## config.mk

```make
export PLATFORM = sky130hd
export DESIGN_NAME = instruction_encoder
export DESIGN_NICKNAME = d
export VERILOG_FILES = /design/src/rtl/isa_pkg.sv /design/src/rtl/sync_fifo.sv /design/src/rtl/instruction_encoder.sv
export SDC_FILE = /design/constraint.sdc
export NUM_CORES = 1
export LEC_CHECK = 0
export CORE_MARGIN = 2
export CORE_UTILIZATION = 40
export CTS_CLUSTER_DIAMETER = 50
export DETAILED_ROUTE_END_ITERATION = 8
export DONT_BUFFER_PORTS = 1
export PLACE_DENSITY = 0.6
export SYNTH_ARGS = -nofsm -noshare
export SYNTH_HDL_FRONTEND = slang
export SYNTH_SLANG_ARGS = --single-unit
```

## constraint.sdc

```tcl
create_clock -name clock -period 6.5 [get_ports clock]
set_input_delay 1.3 -clock clock [delete_from_list [all_inputs] [get_ports clock]]
set_output_delay 1.3 -clock clock [all_outputs]
set_load 0.01 [all_outputs]
```

## src/rtl/isa_pkg.sv

```systemverilog
// Instruction-set field layout shared by the encoder and the decoder.
// Bit positions are the single source of truth for the 16-bit word format.
package isa_pkg;

  localparam int INSTR_WIDTH = 16;

  localparam int OPC_MSB  = 15;
  localparam int OPC_LSB  = 12;
  localparam int RD_MSB   = 11;
  localparam int RD_LSB   = 9;
  localparam int FLAG_BIT = 8;
  localparam int RA_MSB   = 7;
  localparam int RA_LSB   = RA_MSB - 2;
  localparam int RB_MSB   = 4;
  localparam int RB_LSB   = RB_MSB - 2;
  localparam int IMM_MSB  = 7;

  typedef enum logic {
    FORM_REG = 1'b0,
    FORM_IMM = 1'b1
  } form_e;

  function automatic logic [INSTR_WIDTH-1:0] encode_word(
    input logic [3:0] opc,
    input logic [2:0] rd,
    input logic       fl,
    input logic [2:0] ra,
    input logic [2:0] rb,
    input logic [7:0] imm,
    input form_e      form
  );
    logic [INSTR_WIDTH-1:0] w;
    w = '0;
    w[OPC_MSB:OPC_LSB] = opc;
    w[RD_MSB:RD_LSB]   = rd;
    w[FLAG_BIT]        = fl;
    if (form == FORM_IMM) begin
      w[IMM_MSB:0] = imm;
    end else begin
      w[RA_MSB:RA_LSB] = ra;
      w[RB_MSB:RB_LSB] = rb;
    end
    return w;
  endfunction

endpackage

```

## src/rtl/sync_fifo.sv

```systemverilog
// Generic single-clock FIFO with occupancy count and full/empty flags.
// Reset clears pointers and count; stored data is simply abandoned.
module sync_fifo #(
  parameter int WIDTH = 16,
  parameter int DEPTH = 4
) (
  input  logic                     clock,
  input  logic                     reset,
  input  logic                     wr_en,
  input  logic [WIDTH-1:0]         wr_data,
  input  logic                     rd_en,
  output logic [WIDTH-1:0]         rd_data,
  output logic [$clog2(DEPTH):0]   count,
  output logic                     full,
  output logic                     empty
);

  localparam int PW = $clog2(DEPTH);
  localparam int CW = PW + 1;
  localparam logic [CW-1:0] FULL_CNT = CW'(DEPTH);

  logic [WIDTH-1:0] mem [DEPTH];
  logic [PW-1:0]    wr_ptr;
  logic [PW-1:0]    rd_ptr;
  logic             push;
  logic             pop;

  assign full    = (count == FULL_CNT);
  assign empty   = (count == '0);
  assign push    = wr_en && !full;
  assign pop     = rd_en && !empty;
  assign rd_data = mem[rd_ptr];

  always_ff @(posedge clock) begin
    if (push) begin
      mem[wr_ptr] <= wr_data;
    end
  end

  // Pointers wrap naturally because DEPTH is a power of two.
  always_ff @(posedge clock) begin
    if (reset) begin
      wr_ptr <= '0;
      rd_ptr <= '0;
      count  <= '0;
    end else begin
      if (push) wr_ptr <= wr_ptr + PW'(1);
      if (pop)  rd_ptr <= rd_ptr + PW'(1);
      case ({push, pop})
        2'b10:   count <= count + CW'(1);
        2'b01:   count <= count - CW'(1);
        default: count <= count;
      endcase
    end
  end

endmodule

```

## src/rtl/instruction_encoder.sv

```systemverilog
// Packs instruction fields into 16-bit words, buffers them, and presents
// them downstream with a sequential instruction address.
module instruction_encoder
  import isa_pkg::*;
#(
  parameter int FIFO_DEPTH = 4,
  parameter int ADDR_WIDTH = 8
) (
  input  logic                         clock,
  input  logic                         reset,
  input  logic                         in_valid,
  output logic                         in_ready,
  input  logic [3:0]                   opcode,
  input  logic [2:0]                   rDadrs,
  input  logic [2:0]                   rAadrs,
  input  logic [2:0]                   rBadrs,
  input  logic [7:0]                   imm,
  input  logic                         flag,
  input  logic                         imm_form,
  output logic                         out_valid,
  input  logic                         out_ready,
  output logic [INSTR_WIDTH-1:0]       instruct,
  output logic [ADDR_WIDTH-1:0]        out_addr,
  input  logic                         addr_load,
  input  logic [ADDR_WIDTH-1:0]        addr_value,
  output logic [$clog2(FIFO_DEPTH):0]  count,
  output logic                         addr_wrap
);

  localparam logic [ADDR_WIDTH-1:0] ADDR_MAX = {ADDR_WIDTH{1'b1}};

  logic [INSTR_WIDTH-1:0] enc_word;
  logic [INSTR_WIDTH-1:0] head_word;
  logic                   full;
  logic                   empty;
  logic                   push;
  logic                   pop;

  assign enc_word = encode_word(opcode, rDadrs, flag, rAadrs, rBadrs, imm,
                                form_e'(imm_form));

  // in_ready depends only on registered occupancy, never on out_ready.
  assign in_ready  = !full;
  assign out_valid = !empty;
  assign push      = in_valid && in_ready;
  assign pop       = out_valid && out_ready;
  assign instruct  = out_valid ? head_word : '0;

  sync_fifo #(
    .WIDTH (INSTR_WIDTH),
    .DEPTH (FIFO_DEPTH)
  ) u_fifo (
    .clock   (clock),
    .reset   (reset),
    .wr_en   (push),
    .wr_data (enc_word),
    .rd_en   (pop),
    .rd_data (head_word),
    .count   (count),
    .full    (full),
    .empty   (empty)
  );

  // A load overrides the increment, so a coincident pop cannot flag a wrap.
  always_ff @(posedge clock) begin
    if (reset) begin
      out_addr  <= '0;
      addr_wrap <= 1'b0;
    end else if (addr_load) begin
      out_addr <= addr_value;
    end else if (pop) begin
      out_addr <= out_addr + ADDR_WIDTH'(1);
      if (out_addr == ADDR_MAX) addr_wrap <= 1'b1;
    end
  end

endmodule

```

# ---- Yosys cells after proc, flatten, opt, wreduce, memory -nomap -nowiden
# Memories as Yosys holds them, arrays and structs flattened. A register that Yosys moved wholly into a read port is not among the register bits.
# Index checks and enable logic that the tools add are counted.
# Widths: inputs -> output; s select.
dict set report totals {
  output_inout_bits 30
  wordCells 36
  inputBits 36
  register_bits 16
  mem_count 1
  mem_bits_rw 64
}
# name words word_bits rd rd_ports_with_merged_regs write_ports line_no
set memory_table {}
lappend memory_table {u_fifo.mem 4 16 1 1 1 sync_fifo.sv:22} ;# logic [WIDTH-1:0] mem [DEPTH];
dict set report classes {
  addsub 5
  bitwise_logic 1
  n_eq_ne 4
  n_reduce_logical 10
  n_mux 10
}
# operator n
set ops {}
lappend ops {{$mux 16} 1}
lappend ops {{$mux 8} 2}
lappend ops {{$add 8x1->8 const B} 1}
lappend ops {{$eq 8x8->1 const B} 1}
lappend ops {{$mux 2} 3}
lappend ops {{$mux 6} 1}
lappend ops {{$pmux 3 s2} 1}
lappend ops {{$add 2x1->2 const B} 2}
lappend ops {{$logic_and 1x1->1} 4}
lappend ops {{$reduce_bool 2->1} 2}
lappend ops {{$add 3x1->3 const B} 1}
lappend ops {{$eq 3x3->1 const B} 1}
lappend ops {{$logic_not 3->1} 1}
lappend ops {{$reduce_and 3->1} 1}
lappend ops {{$sub 3x1->3 const B} 1}
lappend ops {{$eq 2x1->1 const B} 1}
lappend ops {{$eq 2x2->1 const B} 1}
lappend ops {{$logic_not 1->1} 2}
lappend ops {{$mux 1} 2}
lappend ops {{$not 1->1} 1}

# ---- Longest topological paths before layout
dict set report depth {
  ltp_word 6
  mapped_depth 10
  depth_no_buf 8
}

# ---- By module
# Synthesis repeated with hierarchy kept, for this count alone.
dict set report hier_totals {
  hier_cells 226
  hier_area_um2 3525.9
}
# module cells_per_inst instances area_each_um2 seq_area_each_um2
set modules_own_cells {}
lappend modules_own_cells {sync_fifo 138 1 2821.5 2102.0}
lappend modules_own_cells {instruction_encoder 88 1 704.4 180.2}

# ---- Worst setup path before layout
# OpenSTA, ideal clock, no wires.
dict set report synth_path {
  kind {input-to-reg}
  from {in in_valid}
  to {reg u_fifo.count[2]}
  t_required_ns 6.430
  cell_stages 8
  path_buffers 1
  arrival_ns 2.765
  setup_time_ns 0.070
  slack_ns 3.666
  path_cell_list {buf_1 > nand2_1 > ha_1 > inv_1 > fa_1 > xor2_1 > or3_2 > a21oi_1}
}
dict set report synth_between {
  elab_chain_len 4
  word_cells_on_any_way 6
  classes_between {eq/ne: 2; mux: 1; reduce/logical: 3}
}
# element line_no
set synth_lines {}
lappend synth_lines {{start: declaration} instruction_encoder.sv:11} ;# input logic in_valid,
lappend synth_lines {{$logic_and 1x1->1 *} instruction_encoder.sv:45} ;# assign push = in_valid && in_ready;
lappend synth_lines {{$logic_and 1x1->1 *} sync_fifo.sv:30} ;# assign push = wr_en && !full;
lappend synth_lines {{$eq 2x1->1 / $eq 2x2->1 (equally long branches)} sync_fifo.sv:49} ;# case ({push, pop})
lappend synth_lines {{$pmux 3 s2 / $reduce_bool 2->1 (equally long branches)} -}
lappend synth_lines {{end signal: assignment} sync_fifo.sv:50} ;# 2'b10: count <= count + CW'(1);
lappend synth_lines {{end signal: assignment} sync_fifo.sv:51} ;# 2'b01: count <= count - CW'(1);
lappend synth_lines {{end signal: assignment} sync_fifo.sv:52} ;# default: count <= count;
lappend synth_lines {{end: declaration} sync_fifo.sv:13} ;# output logic [$clog2(DEPTH):0] count,
# Mark *: on every way between the ends. The rest lies on a longest branch, timed or not.
# A chain may end at the register's enable or synchronous reset.

# ---- Worst setup path after layout
dict set report layout_path {
  from {reg u_fifo.count[2]}
  to {out instruct[6]}
}
dict set report layout_between {
  elab_chain_len 2
}
# element line_no
set layout_lines {}
lappend layout_lines {{$logic_not 3->1} sync_fifo.sv:29} ;# assign empty = (count == '0);
lappend layout_lines {{$mux 16} instruction_encoder.sv:47} ;# assign instruct = out_valid ? head_word : '0;
lappend layout_lines {{end: declaration} instruction_encoder.sv:22} ;# output logic [INSTR_WIDTH-1:0] instruct,
# No other way between the ends.

==> results.sh <==
export IMPL_cp_required_ns=5.20
export IMPL_ys_seq_area_share_pct=64.0
export IMPL_hold_class="register to register"
export IMPL_leakagePower_uw=0.00124
export IMPL_synth_common_cells="64 x edfxtp_1, 18 x dfxtp_1, 17 x nor2b_1"
export IMPL_dp_hpwl_um=4170
export IMPL_root_buffer="clkbuf_8"
export IMPL_syn_nets=268
export IMPL_fillers=792
export IMPL_vias=1807
export IMPL_final_hold_viol_count=0
export IMPL_post_route_min_period_ns=3.28
export IMPL_synth_flop_cell="edfxtp_1"
export IMPL_multi_input_comb_area_sq_um=1160
export IMPL_synth_avg_cell_area_sq_um=15.8
export IMPL_ff2ff_path_depth=8
export IMPL_synth_edf_count=64
export IMPL_layout_cells_non_filler=337
export IMPL_finalCritPeriodShare_pct=50.4
export IMPL_tritoncts="done"
export IMPL_wirelength_um=6270
export IMPL_grt_pass1_vias=1907
export IMPL_die_h_um=98.4
export IMPL_clk_pin_slew_ns=0.08
export IMPL_synthTopCellsByArea="edfxtp_1 54%, dfxtp_1 10%, mux4_2 10%, nor2b_1 3.0%, ha_1 2.1%"
export IMPL_seqCellArea_sq_um=2280
export IMPL_synth_cells=225
export IMPL_tns_ns=0
export IMPL_finClkSkew_ns=0.0101
export IMPL_min_from="addr_wrap"
export IMPL_h_tree_depth=3
export IMPL_postRouteAntennaNets=0
export IMPL_post_cts_resized=0
export IMPL_yosysWarnings=0
export IMPL_rows=34
export IMPL_yosys_area_top_type="edfxtp_1"
export IMPL_report_final_slew_viol_count=0
export IMPL_postCtsSetupBuffers=0
export IMPL_grt_max_degree=22
export IMPL_async_flop_share_pct=0
export IMPL_setup_viol=0
export IMPL_dieWidth_um=98.4
export IMPL_portBuffers=0
export IMPL_yosys_cell_count_top_type="edfxtp_1"
export IMPL_firstDrtPassIters=4
export IMPL_gr_usage_all_layers_pct=13.5
export IMPL_antenna_found_initial=0
export IMPL_status="finished, final reports clean"
export IMPL_drt_initial_drc_count=50
export IMPL_drive_gt1_share_pct=21.0
export IMPL_dp_cells=322
export IMPL_routedWlPerCell_um=18.6
export IMPL_cts_sinks=82
export IMPL_endpoint_kind="output port"
export IMPL_holdPathStages=2
export IMPL_die_area_sq_um=9680
export IMPL_r2r_end="u_fifo.count[2]"
export IMPL_initial_utilization_pct=41.1
export IMPL_place_congestion=0.713
export IMPL_viasPerCell=5.36
export IMPL_synth_top_area_share_pct=53.9
export IMPL_worst_slew_pin_slew_ns=1.12
export IMPL_cp_max_fo=17
export IMPL_slew_headroom_pct=25.3
export IMPL_fin_nets=268
export IMPL_clk_path_buf_depth=2
export IMPL_ys_seq_elements=82
export IMPL_ir_drop_mv=0.201
export IMPL_cp_data_arrival_time_ns=1.98
export IMPL_hold_end="addr_wrap"
export IMPL_grt_pass1_wl_um=9920
export IMPL_antennaDiodeCount=0
export IMPL_syn_to_final_growth_pct=7.72
export IMPL_overflow=0
export IMPL_io_pins=66
export IMPL_drc=0
export IMPL_crit_type="register to output port"
export IMPL_r2r_start="u_fifo.count[2]"
export IMPL_syn_area_sq_um=3560
export IMPL_synth_cell_types=49
export IMPL_hold_buffers=0
export IMPL_rsz0062_at_grt="false"
export IMPL_maxCapViolations=0
export IMPL_startpoint_type="register"
export IMPL_core_area_sq_um=8680
export IMPL_reg2reg_slack_ns=3.81
export IMPL_fmax_mhz=305
export IMPL_cts_buffers=9
export IMPL_insertion_delay_ns=0.34
export IMPL_power_density_nw_per_um2=369
==> how the worst max path moves through the flow <==
stage | to | cells past startpoint | startpoint
floorplan | u_fifo.count[2] | 8 | in_valid
global placement | instruct[4] | 3 | register
detailed placement | instruct[6] | 2 | u_fifo.count[0]
CTS | instruct[6] | 2 | u_fifo.count[0]
global route | instruct[7] | 2 | u_fifo.count[0]
finish | instruct[6] | 2 | u_fifo.count[2]
==> layer usage <==
| layer | up-vias | global-route usage, % | routed length [um] | part of all wire (%) |
|---|---|---|---|---|
| met1 | 882 | 15.8 | 2610 | 42 |
| met3 | 6 | 5.94 | 457 | 7.3 |
| li1 | 856 | - | - | - |
| met5 | - | 0 | 0 | 0 |
| met2 | 63 | 22.6 | 3170 | 51 |
| met4 | 0 | 4.11 | 27 | 0.43 |
==> cells by family (layout without fill, tap and decap cells) <==
logic type | count (synthesis) | in the layout | synth area share (%)
xor gates and xnor gates | 6 | 6 | 1.47
buffers and inverters | 23 | 27 | 3.58
DFF | 82 | 82 | 64.0
muxes | 23 | 23 | 12.3
and+or+nand+nor | 58 | 58 | 9.72
adders and majority gates | 7 | 7 | 2.67
AOI/OAI and AO/OA | 26 | 26 | 6.25
==> critical path: stages, from the launching register on <==
cell	delay, ns
dfxtp_1	0.45
nor3_2	0.95
nor2b_1	0.23
==> where the power goes <==
part	leakage, uW	switching [uW]	internal (uW)	total, uW
clock network	0.000106	173	216	389
logic	0.000398	188	152	340
registers	0.000737	62.4	625	687
==> stage by stage <==
| step | setup slack (ns) | hold WS (ns) | utilization, % | cell area, sq um | total power [uW] |
|---|---|---|---|---|---|
| after global routing | 2.97 | 0.542 | 44.2 | 3840 | 1500 |
| after detailed placement | 3.50 | 0.491 | 41.8 | 3630 | 1050 |
| after floorplan | 3.67 | 0.467 | - | 3560 | 990 |
| final | 3.22 | 0.504 | 44.2 | 3840 | 1420 |
| after CTS | 3.11 | 0.505 | 44.2 | 3840 | 1440 |
| after global placement | 3.58 | 0.476 | 41.8 | 3630 | 1040 |
==> cell usage in the layout (no fill, tap or decap), types with 2 or more instances in the layout <==
cell type / n
and2_1: 2
bufinv_16: 2
xnor2_1: 3
or4_1: 2
a311oi_1: 2
inv_1: 11
and4_1: 2
inv_6: 2
clkbuf_8: 9
o31a_2: 2
nand3_1: 3
a21oi_1: 6
nand2_1: 3
mux2_2: 6
mux4_2: 16
and3_1: 5
a211oi_1: 3
nor2_1: 11
xor2_1: 3
or3_1: 2
nor2b_1: 17
dfxtp_1: 18
ha_1: 6
o21ai_0: 2
edfxtp_1: 64
a21o_1: 2
==> sequential cells by signal, summed over array words and instances (netlist names), named ones only <==
register / count
out_addr: 8
u_fifo.count: 3
addr_wrap: 1
u_fifo.mem: 64
u_fifo.rd_ptr: 2
u_fifo.wr_ptr: 2
==> cell type report <==
cell class                      count  area share, %
Sequential cell                    82           59.4
Multi-Input combinational cell    120           30.2
Tap cell                          108           3.52
Clock buffer                        9           3.23
Clock inverter                      6           2.35
Inverter                           11           1.08
Timing Repair Buffer                1          0.196
Note: power is estimated with default switching activity, not from simulation.
